`src/rtl/sub_seq32_pkg.sv`:
```
// sub_seq32_pkg
// Shared definitions for the multi-byte subtract sequencer:
//   - state_e        : sequencer state encoding (ST_IDLE, ST_RUN, ST_DONE)
//   - DEFAULT_NBYTES : default number of byte slices
//   - ovf_calc()     : two's complement overflow rule for a subtraction
package sub_seq32_pkg;

    typedef enum logic [1:0] {
        ST_IDLE = 2'd0,
        ST_RUN  = 2'd1,
        ST_DONE = 2'd2
    } state_e;

    localparam int DEFAULT_NBYTES = 4;

    // Signed overflow of a - b: the operands have different signs and the
    // result sign differs from the minuend sign.
    function automatic logic ovf_calc(input logic a_msb, input logic b_msb,
                                      input logic d_msb);
        return (a_msb ^ b_msb) & (d_msb ^ a_msb);
    endfunction

endpackage

```
`src/rtl/sub_seq32_if.sv`:
```
// sub_seq32_if
// Request/result bundle of the multi-byte subtract sequencer.
//   start, a, b, bin              : request side (driven by master)
//   busy, done, diff, borrow,
//   zero, ovf                     : result side (driven by slave)
interface sub_seq32_if #(
    parameter int NBYTES = sub_seq32_pkg::DEFAULT_NBYTES
);
    localparam int W = 8 * NBYTES;

    logic         start;
    logic [W-1:0] a;
    logic [W-1:0] b;
    logic         bin;
    logic         busy;
    logic         done;
    logic [W-1:0] diff;
    logic         borrow;
    logic         zero;
    logic         ovf;

    modport master (
        output start, a, b, bin,
        input  busy, done, diff, borrow, zero, ovf
    );

    modport slave (
        input  start, a, b, bin,
        output busy, done, diff, borrow, zero, ovf
    );

endinterface

```
`src/rtl/sub8.sv`:
```
// sub8
// 8-bit borrow-chained subtractor: {borrow, diff} = a - b - c.
//   diff   : 8-bit difference byte
//   borrow : 1 when a < b + c (unsigned)
//   a, b   : byte operands
//   c      : borrow-in
module sub8 (
    output logic [7:0] diff,
    output logic       borrow,
    input  logic [7:0] a,
    input  logic [7:0] b,
    input  logic       c
);

    logic [8:0] wide_s;

    // Nine-bit subtraction; the wrap into bit 8 is the borrow-out.
    always_comb begin
        wide_s = {1'b0, a} - {1'b0, b} - {8'd0, c};
        diff   = wide_s[7:0];
        borrow = wide_s[8];
    end

endmodule

```
`src/rtl/sub_seq32.sv`:
```
// sub_seq32
// Multi-byte subtract sequencer. Latches a, b, bin on an accepted start and
// streams one byte per clock (LSB first) through a single sub8, rebuilding
// diff and producing final borrow, zero and signed-overflow flags.
//   clk : rising-edge clock
//   rst : asynchronous active-high reset
//   bus : sub_seq32_if slave modport (start/a/b/bin in; busy/done/diff/
//         borrow/zero/ovf out, all registered)
module sub_seq32
    import sub_seq32_pkg::*;
#(
    parameter int NBYTES = DEFAULT_NBYTES
) (
    input  logic        clk,
    input  logic        rst,
    sub_seq32_if.slave  bus
);

    localparam int W     = 8 * NBYTES;
    localparam int IDX_W = (NBYTES > 1) ? $clog2(NBYTES) : 1;
    localparam logic [IDX_W-1:0] LAST_IDX = IDX_W'(NBYTES - 1);

    state_e           state_q,  state_d;
    logic [IDX_W-1:0] idx_q,    idx_d;
    logic [W-1:0]     a_q,      a_d;
    logic [W-1:0]     b_q,      b_d;
    logic             chain_q,  chain_d;   // running borrow between bytes
    logic             zacc_q,   zacc_d;    // all bytes so far were zero
    logic [W-1:0]     diff_q,   diff_d;
    logic             busy_q,   busy_d;
    logic             done_q,   done_d;
    logic             borrow_q, borrow_d;
    logic             zero_q,   zero_d;
    logic             ovf_q,    ovf_d;

    logic [7:0]       a_byte_s;
    logic [7:0]       b_byte_s;
    logic [7:0]       sub_diff_s;
    logic             sub_borrow_s;

    // Byte select: AND-OR mux of the operand registers on idx.
    always_comb begin
        a_byte_s = 8'h00;
        b_byte_s = 8'h00;
        for (int i = 0; i < NBYTES; i++) begin
            a_byte_s = a_byte_s | (a_q[8*i +: 8] & {8{idx_q == IDX_W'(i)}});
            b_byte_s = b_byte_s | (b_q[8*i +: 8] & {8{idx_q == IDX_W'(i)}});
        end
    end

    sub8 u_sub8 (
        .diff   (sub_diff_s),
        .borrow (sub_borrow_s),
        .a      (a_byte_s),
        .b      (b_byte_s),
        .c      (chain_q)
    );

    // Next-state and next-output computation for the sequencer.
    always_comb begin
        state_d  = state_q;
        idx_d    = idx_q;
        a_d      = a_q;
        b_d      = b_q;
        chain_d  = chain_q;
        zacc_d   = zacc_q;
        diff_d   = diff_q;
        busy_d   = busy_q;
        done_d   = done_q;
        borrow_d = borrow_q;
        zero_d   = zero_q;
        ovf_d    = ovf_q;

        case (state_q)
            // DONE accepts a new request exactly like IDLE (back-to-back).
            ST_IDLE, ST_DONE: begin
                done_d = 1'b0;
                if (bus.start) begin
                    state_d = ST_RUN;
                    a_d     = bus.a;
                    b_d     = bus.b;
                    chain_d = bus.bin;
                    zacc_d  = 1'b1;
                    idx_d   = '0;
                    busy_d  = 1'b1;
                end else begin
                    state_d = ST_IDLE;
                    busy_d  = 1'b0;
                end
            end

            ST_RUN: begin
                // One-hot byte write enable from idx.
                for (int i = 0; i < NBYTES; i++) begin
                    if (idx_q == IDX_W'(i)) begin
                        diff_d[8*i +: 8] = sub_diff_s;
                    end else begin
                        diff_d[8*i +: 8] = diff_q[8*i +: 8];
                    end
                end
                chain_d = sub_borrow_s;
                zacc_d  = zacc_q & (sub_diff_s == 8'h00);

                if (idx_q == LAST_IDX) begin
                    // Flags are registered now so they are valid with done.
                    state_d  = ST_DONE;
                    idx_d    = '0;
                    busy_d   = 1'b0;
                    done_d   = 1'b1;
                    borrow_d = sub_borrow_s;
                    zero_d   = zacc_q & (sub_diff_s == 8'h00);
                    ovf_d    = ovf_calc(a_q[W-1], b_q[W-1], sub_diff_s[7]);
                end else begin
                    idx_d    = idx_q + IDX_W'(1);
                end
            end

            default: begin
                state_d = ST_IDLE;
                idx_d   = '0;
                busy_d  = 1'b0;
                done_d  = 1'b0;
            end
        endcase
    end

    // State and output registers with asynchronous reset.
    always_ff @(posedge clk or posedge rst) begin
        if (rst) begin
            state_q  <= ST_IDLE;
            idx_q    <= '0;
            a_q      <= '0;
            b_q      <= '0;
            chain_q  <= 1'b0;
            zacc_q   <= 1'b0;
            diff_q   <= '0;
            busy_q   <= 1'b0;
            done_q   <= 1'b0;
            borrow_q <= 1'b0;
            zero_q   <= 1'b0;
            ovf_q    <= 1'b0;
        end else begin
            state_q  <= state_d;
            idx_q    <= idx_d;
            a_q      <= a_d;
            b_q      <= b_d;
            chain_q  <= chain_d;
            zacc_q   <= zacc_d;
            diff_q   <= diff_d;
            busy_q   <= busy_d;
            done_q   <= done_d;
            borrow_q <= borrow_d;
            zero_q   <= zero_d;
            ovf_q    <= ovf_d;
        end
    end

    assign bus.busy   = busy_q;
    assign bus.done   = done_q;
    assign bus.diff   = diff_q;
    assign bus.borrow = borrow_q;
    assign bus.zero   = zero_q;
    assign bus.ovf    = ovf_q;

endmodule

```
`src/flat_wrapper.sv`:
```
// flat-port wrapper written by rule: the top's interface ports become plain ports
module sub_seq32_flat import sub_seq32_pkg::*;
#(
    parameter int NBYTES = DEFAULT_NBYTES
)
  (clk, rst, bus_start, bus_a, bus_b, bus_bin, bus_busy, bus_done, bus_diff, bus_borrow, bus_zero, bus_ovf);
  sub_seq32_if #(.NBYTES(NBYTES)) bus_i ();
  input  logic clk;
  input  logic rst;
  input wire logic [$bits(bus_i.start)-1:0] bus_start;
  input wire logic [$bits(bus_i.a)-1:0] bus_a;
  input wire logic [$bits(bus_i.b)-1:0] bus_b;
  input wire logic [$bits(bus_i.bin)-1:0] bus_bin;
  output wire logic [$bits(bus_i.busy)-1:0] bus_busy;
  output wire logic [$bits(bus_i.done)-1:0] bus_done;
  output wire logic [$bits(bus_i.diff)-1:0] bus_diff;
  output wire logic [$bits(bus_i.borrow)-1:0] bus_borrow;
  output wire logic [$bits(bus_i.zero)-1:0] bus_zero;
  output wire logic [$bits(bus_i.ovf)-1:0] bus_ovf;
  assign bus_i.start = bus_start;
  assign bus_i.a = bus_a;
  assign bus_i.b = bus_b;
  assign bus_i.bin = bus_bin;
  assign bus_busy = bus_i.busy;
  assign bus_done = bus_i.done;
  assign bus_diff = bus_i.diff;
  assign bus_borrow = bus_i.borrow;
  assign bus_zero = bus_i.zero;
  assign bus_ovf = bus_i.ovf;
  sub_seq32 #(.NBYTES(NBYTES)) u_core (.clk(clk), .rst(rst), .bus(bus_i));
endmodule
```
`config.mk`:
```
export PLATFORM = sky130hd
export DESIGN_NAME = sub_seq32_flat
export DESIGN_NICKNAME = d
export VERILOG_FILES = /design/src/rtl/sub_seq32_pkg.sv /design/src/rtl/sub_seq32_if.sv /design/src/rtl/sub8.sv /design/src/rtl/sub_seq32.sv /design/src/flat_wrapper.sv
export SDC_FILE = /design/constraint.sdc
export NUM_CORES = 1
export LEC_CHECK = 0
export ABC_AREA = 0
export BUFFER_PORTS_ARGS = -buffer_cell sky130_fd_sc_hd__buf_2
export CAP_MARGIN = 10
export CORE_ASPECT_RATIO = 1.5
export CORE_MARGIN = 5
export CORE_UTILIZATION = 58
export DETAILED_ROUTE_END_ITERATION = 10
export PLACE_DENSITY = 0.83
export SYNTH_ARGS = -nofsm -noshare
export SYNTH_HDL_FRONTEND = slang
export SYNTH_SLANG_ARGS = --single-unit
```
`constraint.sdc`:
```
create_clock -name clk -period 9.4 [get_ports clk]
set_input_delay 1.88 -clock clk [delete_from_list [all_inputs] [get_ports clk]]
set_output_delay 1.88 -clock clk [all_outputs]
set_load 0.02 [all_outputs]
```
# Yosys cells after proc, flatten, opt, wreduce, memory -nomap -nowiden
# Cells that the tools add are included.
# word_totals
out_inout_bits	37
regBits	107
# op_classes
addsub	3
n_reduce_logical	11
n_mux	15
bitwise	18
n_eq_ne	7
# ops
operator	n
8-bit AND	8
8-bit bitwise OR	6
2-bit AND reduction	6
8-bit by 8-bit subtractor with 9-bit output	1
9-bit by 1-bit subtractor with 9-bit output	1
8-bit zero test	1
2-bit case mux with 2 select lines	2
1-bit two-way mux	7
2-bit == test, second input constant	3
2-bit two-way mux	3
1-bit case mux with 2 select lines	3
2-bit by 1-bit == test with 1-bit output, second input constant	2
2-bit zero test	2
2-bit by 1-bit adder with 2-bit output, second input constant	1
1-bit AND	2
2-bit by 1-bit != test with 1-bit output, second input constant	1
2-bit != test, second input constant	1
2-bit nonzero test	1
2-bit OR reduction	1
1-bit XOR	2

# Longest topological paths before layout
# Gate-level depths: netlist (run 1).
# depth
ltp_word	10
depth_mapped	16
depth_no_buf	13

# Hierarchy
# From an unflattened synthesis (run 1), not the netlist that was laid out.
# hier_totals
cells_unflattened	382
hier_area_um2	5016.1
# modules_own_cells
mod	area_each_um2	instances	cells_per_inst
sub_seq32	4461.8	1	306
sub8	554.3	1	76

# Worst setup path before layout (run 1)
# Ideal clock, no wire load.
# synth_path
path_type	reg2reg
start	register u_core.idx_q[0]
end	register u_core.borrow_q, in the netlist u_core.bus.borrow
setup_ns	0.131
period_less_slack_ns	3.466
stages_incl_launch_ff	16
n_path_buf	2
required_time_ns	9.269
path_slack_ns	5.934
t_arrival_ns	3.335
cell_sequence	dfrtp_1 -> inv_1 -> ha_1 -> clkbuf_1 -> clkbuf_1 -> a22o_1 -> a221oi_1 -> fa_1 -> inv_1 -> fa_1 -> nand2b_1 -> a2111o_1 -> a31o_2 -> a21oi_1 -> xnor2_1 -> o21ai_0
# synth_via
elab_chain_len	7
elab_cells_between_ends	21
cone_classes	add/sub (2); eq/ne (3); bitwise (14); reduce/logical (2)
# synth_lines
element	line	rtl
from (decl)	sub_seq32.sv:24	logic [IDX_W-1:0] idx_q, idx_d;
from (signal assigned)	sub_seq32.sv:144	idx_q <= idx_d;
2-bit by 1-bit == test with 1-bit output / 2-bit zero test (equally long branches)	sub_seq32.sv:46, sub_seq32.sv:47	
8-bit AND (on tied branches)	sub_seq32.sv:46, sub_seq32.sv:47	
8-bit bitwise OR (on tied branches) (3 in a row)	sub_seq32.sv:46, sub_seq32.sv:47	
8-bit by 8-bit subtractor with 9-bit output	sub8.sv:19	wide_s = {1'b0, a} - {1'b0, b} - {8'd0, c};
9-bit by 1-bit subtractor with 9-bit output	sub8.sv:19	
to (signal assigned)	sub_seq32.sv:152	borrow_q <= borrow_d;
to (decl)	sub_seq32.sv:32	logic borrow_q, borrow_d;
# Parallel ways exist; a longest one is shown, timed or not.
# A chain may end at the register's enable or synchronous reset.

# Final worst setup path (run 1)
# layout_path
start	register u_core.idx_q[0]
end	register u_core.zero_q, in the netlist u_core.bus.zero
# layout_via
elab_chain_len	9
elab_cells_between_ends	23
cone_classes	add/sub (2); eq/ne (3); bitwise (15); reduce/logical (3)
# layout_lines
element	line	rtl
2-bit by 1-bit == test with 1-bit output / 2-bit zero test (equally long branches)	sub_seq32.sv:46, sub_seq32.sv:47	
8-bit AND (on tied branches)	sub_seq32.sv:46, sub_seq32.sv:47	
8-bit bitwise OR (on tied branches) (3 in a row)	sub_seq32.sv:46, sub_seq32.sv:47	
8-bit by 8-bit subtractor with 9-bit output	sub8.sv:19	
9-bit by 1-bit subtractor with 9-bit output	sub8.sv:19	
8-bit zero test	sub_seq32.sv:111	zero_d = zacc_q & (sub_diff_s == 8'h00);
1-bit AND	sub_seq32.sv:111	
to (signal assigned)	sub_seq32.sv:153	zero_q <= zero_d;
to (decl)	sub_seq32.sv:33	logic zero_q, zero_d;
# Parallel ways exist; a longest one is shown, timed or not.

==> results of run 1 <==
==> cells in the mapped netlist <==
cell type / count
a311o_1: 1
a31o_2: 1
and3_1: 1
a211oi_1: 1
fa_1: 2
nand4b_1: 1
and3_2: 1
a22oi_1: 16
nand2_1: 46
a221oi_2: 1
clkbuf_1: 13
nor3_1: 2
nor2b_1: 4
o31ai_1: 2
a21oi_1: 5
and4b_1: 2
a2111o_1: 1
dfrtp_1: 105
xnor2_1: 2
o21ai_0: 30
xor2_1: 2
nand4_1: 3
or4_1: 1
nand2b_1: 3
ha_1: 16
nor3b_2: 1
o21ai_1: 1
or3b_1: 1
mux2i_1: 1
buf_2: 4
buf_1: 6
inv_1: 16
a221oi_1: 8
nand3b_1: 1
a21o_1: 3
a22o_1: 8
a31oi_1: 1
mux2_2: 70
nor2_1: 6
o41a_1: 1
==> logic make-up (layout without fill, tap and decap cells) <==
group	count (synthesis)	after routing	synth area share [%]
flops	105	105	55.4
compound gates	80	80	11.5
simple gates	73	73	7.30
mux	71	71	16.8
buf+inv	39	137	3.19
fa+ha+maj	18	18	5.06
xor+xnor	4	4	0.738
==> worst paths after layout <==
path	start	to	slack [ns]	cells after the start
worst max-delay path	u_core.idx_q[0]	u_core.bus.zero	5.68	12
worst min-delay path	u_core.bus.diff[3]	u_core.bus.diff[3]	0.47	2
worst max register to register	u_core.idx_q[0]	u_core.bus.zero	5.68	12
worst min register to register	u_core.bus.diff[3]	u_core.bus.diff[3]	0.47	2
max in group asynchronous	rst	u_core.bus.borrow	6.60	3
min in group asynchronous	rst	u_core.b_q[9]	1.47	2
==> per-stage QoR <==
step / cell area (um2) / utilization (%)
finish: 5640 / 70.5
global route: 5640 / 70.5
CTS: 5640 / 70.5
detailed placement: 5330 / 66.6
global placement: 5330 / 66.6
floorplan: 4750 / -
==> state kept, by name, summed over array words and instances (netlist names) <==
signal	cells
u_core.bus.borrow	1
u_core.bus.ovf	1
u_core.bus.diff	32
u_core.zacc_q	1
u_core.state_q	2
u_core.idx_q	2
u_core.a_q	32
u_core.chain_q	1
u_core.bus.zero	1
u_core.b_q	32
==> per-layer routing <==
metal  global-route usage [%]  vias to the layer above  part of all wire [%]  wire length (um)
met1                     26.3                     1662                    40              4220
li1                         -                     1580                     -                 -
met4                     10.6                        0                   2.7               284
met3                     3.48                       18                   5.0               523
met2                     39.0                       98                    52              5540
met5                        0                        -                     0                 0
==> tightest hold or removal path: stages (launching register included) <==
cell     delay [ns]
dfrtp_1        0.34
nand2_1        0.05
o21ai_0        0.06
==> area by class of cell <==
class                           count  share of cell area [%]
Tap cell                          105                    2.33
Clock buffer                        9                    3.99
Multi-Input combinational cell    246                    35.0
Inverter                           16                    1.11
Sequential cell                   105                    46.6
Timing Repair Buffer              106                    9.49
Clock inverter                      6                    1.49
==> impl_metrics.yaml, run 1 <==
cells_and_area:
  fin_nets: 570
  layout.area.seq_um2: 2630
  area_growth_pct: 18.8
  drive_above_1_share_pct: 40.4
  layout_commonest_cell: "dfrtp_1"
  fillers: 590
  fin_cells: 593
  layout_common_cells: "dfrtp_1, buf_2, mux2_2"
  diodes: 0
  multi_input_comb_area_um2: 1980
detailed_routing:
  drc: 0
  vias_per_cell: 5.66
  dr.pass1.iters: 4
  antenna_left: 0
  vias: 3358
  wirelength_mm: 10.6
  wl_per_cell_um: 17.8
  drt_first_iter_violations: 207
sta:
  holdWs_ns: 0.475
  finalCriticalPeriod_ns: 3.72
  totalNegativeSetupSlack_ns: 0
  finalWorstSetupSlack_ns: 5.68
  post-route-period-util_pct: 39.6
  finalClockSkew_ns: 0.00556
  tightest_slew_ns: 1.04
  final-max-slew-violation-count: 0
  setup_viol: 0
  rsz0062_at_grt: "no"
  hold_viol_final: 0
  slew_headroom_pct: 30.7
  fmax_mhz: 269
placement:
  hpwl_mm: 7.77
  pre_cts_slack_ns: 5.69
  gp_congestion: 0.945
  dpl.cell_count: 578
  port_buffers: 104
grt:
  grt_pass1_wl_mm: 17.5
  antenna_found_initial: 0
  first_global_vias: 3520
  grt_overflow: 0
  grt_max_degree: 86
  grtUsageTotal_pct: 22.1
cts:
  cts_sinks: 105
  holdBufCountCts: 0
  cts_inserted_buffers: 9
  cts-htree-levels: 3
  postCtsResizedCells: 0
  cts_setup_buffers: 0
  root_buffer: "clkbuf_16"
  clk_latency_ns: 0.34
  cts.clk_slew.worst_paths_ns: 0.07
  tritoncts: "yes"
  clockBufferDepth: 2
worst_setup_path:
  critPathTopFamily: "compound AO/OA/AOI/OAI gates"
  crit_path_start_kind: "flop"
  worstSetupEndpointType: "flop"
  cpMostUsedCell: "fa_1"
  cp_cell_sequence: "ha_1 -> a22o_1 -> a221oi_1 -> fa_1 -> inv_1 -> fa_1 -> nand2b_1 -> a2111o_1 -> nand2_1 -> xor2_1 -> nand4_1 -> o21ai_1"
  cpPeakStageDelay_ns: 0.46
  crit_type: "reg -> reg"
  required_ns: 9.66
  critPathSlowestCell: "ha_1"
  arrival_ns: 3.99
  cp_max_fo: 19
  path_buf_inv: 1
run_status:
  status: "completed"
die:
  rows: 40
  initial_utilization_pct: 59.3
  fp.coreArea_um2: 8010
  dieArea_um2: 10100
  pin_count: 105
  die_x_um: 83.9
  die_h_um: 121
synthesis:
  synth_area_leaders: "dfrtp_1, mux2_2, ha_1, nand2_1, o21ai_0"
  ys_seq_area_share_pct: 55.4
  synth.avg_cell_area_um2: 12.2
  synthDistinctLibCells: 40
  syn-cell-area_um2: 4750
  syn_inst: 390
  synth_top_area_share_pct: 55.4
  synth_top_area_cell: "dfrtp_1"
  yosys_warnings: 0
  ys_ff_latch: 105
  synth_nets: 476
run:
  drv_cap: 0
worst_hold_path:
  min_path_type: "reg -> reg"
Power of run 1 is not shown: default switching activity piles up to over one toggle a cycle in this logic, so the estimate is an artifact.
==> run 2, diff against run 1 <==
Settings changed: ABC_AREA 0 to 1, CORE_UTILIZATION 58 to 49, PLACE_DENSITY 0.83 to 0.74.
Clock period 9.4 ns to 3 ns, I/O delays scaled along.
==> run 2 against run 1 <==
Synthesized cell count grew 49%. Fmax increased by 32%. Utilization shrank 8.5 points. Wire length rose by 19%. First-iteration DRC count up 33%. Cell count is 36% higher. Area after synthesis rose by 3.4%. Largest cell class unchanged.
==> impl_metrics.yaml, run 2 <==
worst_setup_path:
  arrival_ns: 3.02
  required_ns: 3.20
  reg2reg_slack_ns: 0.18
  r2r_cells: 14
  r2r_end: "u_core.zacc_q"
  critPathLaunch: "u_core.idx_q[1]"
  cp_max_fo: 13
  r2r-start: "u_core.idx_q[1]"
  crit_path_start_kind: "flop"
  crit_type: "reg -> reg"
  worstSetupEndpointType: "flop"
detailed_routing:
  vias: 4209
  drt_first_iter_violations: 276
  drc: 0
  dr.pass1.iters: 5
  wl_per_cell_um: 15.5
  antenna_left: 0
  vias_per_cell: 5.20
  wirelength_mm: 12.5
sta:
  holdWs_ns: 0.384
  slew_headroom_pct: 50.1
  tightest_slew_ns: 0.747
  hold_viol_final: 0
  final-max-slew-violation-count: 0
  totalNegativeSetupSlack_ns: 0
  fmax_mhz: 355
  finalClockSkew_ns: 0.00681
  post-route-period-util_pct: 94.0
  finalCriticalPeriod_ns: 2.82
  finalWorstSetupSlack_ns: 0.180
  setup_viol: 0
placement:
  pre_cts_slack_ns: 0.000575
  gp_congestion: 0.923
  port_buffers: 104
  hpwl_mm: 9.13
grt:
  first_global_vias: 4347
  grt_pass1_wl_mm: 20.1
  use_met1_pct: 23.7
  grt_overflow: 0
  busiest_layer: "met2"
  grt_max_degree: 106
  antenna_found_initial: 0
  use_met2_pct: 35.4
  grtUsageTotal_pct: 20.7
  met3_usage_pct: 4.43
die:
  fp.coreArea_um2: 9740
  dieArea_um2: 12200
  pin_count: 105
  die_x_um: 91.7
  die_h_um: 133
  rows: 44
  initial_utilization_pct: 50.4
synthesis:
  synth_common_cells: "nand2_1, dfrtp_1, inv_1"
  ys_seq_area_share_pct: 53.5
  synth_nets: 668
  synth_edf_count: 0
  synth_area_leaders: "dfrtp_1, nand2_1, inv_1, ha_1, o21ai_0"
  async_reset_ff_share_pct: 100
  yosys_warnings: 0
  synth.avg_cell_area_um2: 8.44
  synth_top_area_share_pct: 53.5
  syn-cell-area_um2: 4910
  synthDistinctLibCells: 34
  ys_ff_latch: 105
  syn_inst: 582
  synth.most_common_cell: "nand2_1"
  synth_top_area_cell: "dfrtp_1"
  ys.flop_type: "dfrtp_1"
cells_and_area:
  drive_above_1_share_pct: 27.7
  fin_nets: 775
  layout_commonest_cell: "nand2_1"
  fillers: 855
  layout_common_cells: "nand2_1, buf_2, dfrtp_1"
  area_growth_pct: 23.0
  utilization_pct: 62.0
  diodes: 0
cts:
  holdBufCountCts: 0
  cts_inserted_buffers: 9
  cts-htree-levels: 3
  cts.clk_slew.worst_paths_ns: 0.07
  clk_latency_ns: 0.36
  cts_sinks: 105
  root_buffer: "clkbuf_16"
  tritoncts: "yes"
  clockBufferDepth: 2
run:
  drv_cap: 0
run_status:
  status: "completed"
worst_hold_path:
  min_path_type: "in -> async"
[run 2: cell families after synthesis]
group	after synthesis	share of synthesized area, %
adders and majority gates	18	4.89
xor gates and xnor gates	1	0.178
and+or+nand+nor	297	25.0
buffers and inverters	83	6.80
DFF	105	53.5
AOI/OAI and AO/OA	78	9.61
[run 2: metal layers]
layer / vias to the layer above / share of wire, %
met1: 1985 / 38
li1: 2050 / -
met3: 36 / 5.1
met5: - / 0
met4: 0 / 5.3
met2: 138 / 51
[run 2: critical path, cell delays in order, from the launching register on]
cell and delay, ns:
dfrtp_1 0.42, buf_4 0.15, ha_2 0.22, buf_6 0.18
a221oi_2 0.26, ha_1 0.27, inv_1 0.08, ha_2 0.31
a21oi_2 0.12, a21boi_2 0.20, nand2_1 0.08, nand2_2 0.09
nand2_4 0.10, nand3_2 0.11, nand3_1 0.07
[run 2: how the worst max path moves through the flow]
stage / to / slack (ns) / depth (start not counted)
after floorplan: u_core.bus.zero / 0.1 / 20
after global placement: u_core.zacc_q / 0.11 / 16
after detailed placement: u_core.zacc_q / 0.0006 / 16
after CTS: u_core.zacc_q / 0.004 / 16
after global routing: u_core.zacc_q / -0.01 / 16
final: u_core.zacc_q / 0.18 / 14
[run 2: layout make-up]
type	count	area [um2]	area share, %
Clock buffer	12	256	4.25
Inverter	60	233	3.85
Sequential cell	105	2630	43.5
Multi-Input combinational cell	394	2100	34.7
Timing Repair Buffer	119	653	10.8
Tap cell	115	144	2.38
Clock inverter	4	27.5	0.456
[run 2: repair_timing]
item / in CTS / in global routing
buffers inserted: 0 / 5
gates resized for setup: 1 / 33
endpoints found under the hold margin: 0 / 0
endpoints found under the setup margin: 2 / 20
cloned: 0 / 0
pin swaps: 0 / 4
[run 2: metrics by stage]
step	std cells	area (um2)
CTS	804	5850
detailed placement	788	5560
global placement	788	5560
finish	809	6040
global route	809	6040
floorplan	582	4910
Power of run 2 is left out for the same reason.
==> run 3, diff against run 2 <==
==> constraint.sdc (replaced) <==
create_clock -name clk -period 3 [get_ports clk]
set_input_delay 0.3 -clock clk [delete_from_list [all_inputs] [get_ports clk]]
set_output_delay 0.3 -clock clk [all_outputs]
set_load 0.02 [all_outputs]
==> run 3 against run 2 <==
Global-route usage down 0.12 points. Count of clock-buffer cells in the layout is the same. Via count decreased by 1.4%. Fmax fell by 1.6%. Critical path depth rose by 1. Hold slack got worse by 0.29 ns. Die area did not move. Clock skew is 0.00084 ns lower.
==> impl_metrics.yaml, run 3 (same netlist as run 2, synthesis figures left out) <==
detailed_routing:
  drc: 0
  dr.pass1.iters: 5
  antenna_left: 0
  wirelength_mm: 12.1
  vias_per_cell: 5.15
  wl_per_cell_um: 15.1
  vias: 4152
  drt_first_iter_violations: 247
cts:
  clockBufferDepth: 2
  tritoncts: "yes"
  cts.clk_slew.worst_paths_ns: 0.07
  root_buffer: "clkbuf_16"
  cts_sinks: 105
  clk_latency_ns: 0.35
  cts-htree-levels: 3
  cts_inserted_buffers: 9
sta:
  post-route-period-util_pct: 95.5
  tightest_slew_ns: 0.773
  finalCriticalPeriod_ns: 2.87
  finalClockSkew_ns: 0.00596
  hold_viol_final: 0
  fmax_mhz: 349
  slew_headroom_pct: 48.5
  finalWorstSetupSlack_ns: 0.134
  setup_viol: 0
  totalNegativeSetupSlack_ns: 0
  final-max-slew-violation-count: 0
placement:
  pre_cts_slack_ns: 0.0148
  port_buffers: 104
  place_area_um2: 5570
  gp_congestion: 0.908
  hpwl_mm: 9.26
worst_setup_path:
  arrival_ns: 3.07
  critPathSlowestCell: "dfrtp_1"
  crit_type: "reg -> reg"
  r2r_cells: 15
  r2r_end: "u_core.zacc_q"
  reg2reg_slack_ns: 0.13
  cp_max_fo: 13
  cpPeakStageDelay_ns: 0.42
  worstSetupEndpointType: "flop"
  cp_cell_sequence: "buf_4 -> ha_4 -> buf_4 -> a221oi_1 -> ha_1 -> inv_1 -> ha_1 -> nand2_1 -> inv_1 -> a21boi_2 -> nand2_1 -> nand2_2 -> nand2_4 -> nand3_2 -> nand3_1"
  crit_path_start_kind: "flop"
  required_ns: 3.20
  r2r-start: "u_core.idx_q[1]"
cells_and_area:
  fin_nets: 772
  layout_common_cells: "nand2_1, buf_2, dfrtp_1"
  area_growth_pct: 21.9
  fillers: 831
  drive_above_1_share_pct: 25.9
  layout_commonest_cell: "nand2_1"
  final_area_um2: 5990
  diodes: 0
die:
  dieArea_um2: 12200
  fp.coreArea_um2: 9740
  die_x_um: 91.7
  die_h_um: 133
  pin_count: 105
  rows: 44
  initial_utilization_pct: 50.4
grt:
  first_global_vias: 4171
  antenna_found_initial: 0
  grt_max_degree: 86
  grt_pass1_wl_mm: 19.8
  grt_overflow: 0
  grtUsageTotal_pct: 20.6
run:
  drv_cap: 0
run_status:
  status: "completed"
worst_hold_path:
  min_path_type: "in -> async"
==> run 3: cell count changes in the layout (fill, tap and decap cells not counted), sizes merged <==
cell and change:
buf -3, bufinv +1, clkinv -2, inv +1
==> run 3: through the flow <==
stage | utilization [%] | std cells | hold WS (ns)
after floorplan | - | 582 | 0.417
after global placement | 57.2 | 789 | 0.455
after detailed placement | 57.2 | 789 | 0.460
after CTS | 60.5 | 805 | 0.117
after global routing | 61.4 | 806 | 0.145
final | 61.4 | 806 | 0.0946
==> run 3: how the worst max path moves through the flow <==
stage / start / endpoint / slack, ns / cells past startpoint
floorplan: u_core.idx_q[0] / u_core.bus.zero / 0.1 / 20
global placement: u_core.idx_q[0] / u_core.zacc_q / 0.16 / 16
detailed placement: u_core.idx_q[0] / u_core.bus.zero / 0.01 / 19
CTS: u_core.idx_q[1] / u_core.zacc_q / 0.02 / 15
global route: u_core.idx_q[1] / u_core.zacc_q / -0.03 / 15
finish: u_core.idx_q[1] / u_core.zacc_q / 0.13 / 15
==> run 3: final cells by class <==
class / instances / area, um2 / area share (%)
Multi-Input combinational cell: 394 / 2050 / 34.2
Timing Repair Buffer: 116 / 627 / 10.5
Clock buffer: 12 / 256 / 4.29
Tap cell: 115 / 144 / 2.40
Inverter: 60 / 231 / 3.87
Clock inverter: 4 / 51.3 / 0.857
Sequential cell: 105 / 2630 / 43.9
==> run 3: what timing repair did <==
action,CTS,global route
pin swaps,0,1
endpoints found under the setup margin,2,17
setup buffers,0,1
gates resized for setup,3,21
hold buffers,0,0
==> run 3: per-layer routing <==
metal  global-route usage [%]  share of wire (%)  vias to the layer above  wire length, um
li1                         -                  -                     2048                -
met1                     23.7                 40                     1928             4800
met2                     35.5                 50                      139             6080
met3                     4.20                5.1                       37              625
met4                     11.3                5.2                        0              633
met5                        0                  0                        -                0
==> run 3: critical path, delay by kind of cell (launching register included) <==
kind	cells	cell delay, ns
AOI/OAI and AO/OA	2	0.50
and+or+nand+nor	6	0.54
buffers and inverters	4	0.48
DFF	1	0.42
adders and majority gates	3	0.78
Power of run 3 is left out for the same reason.
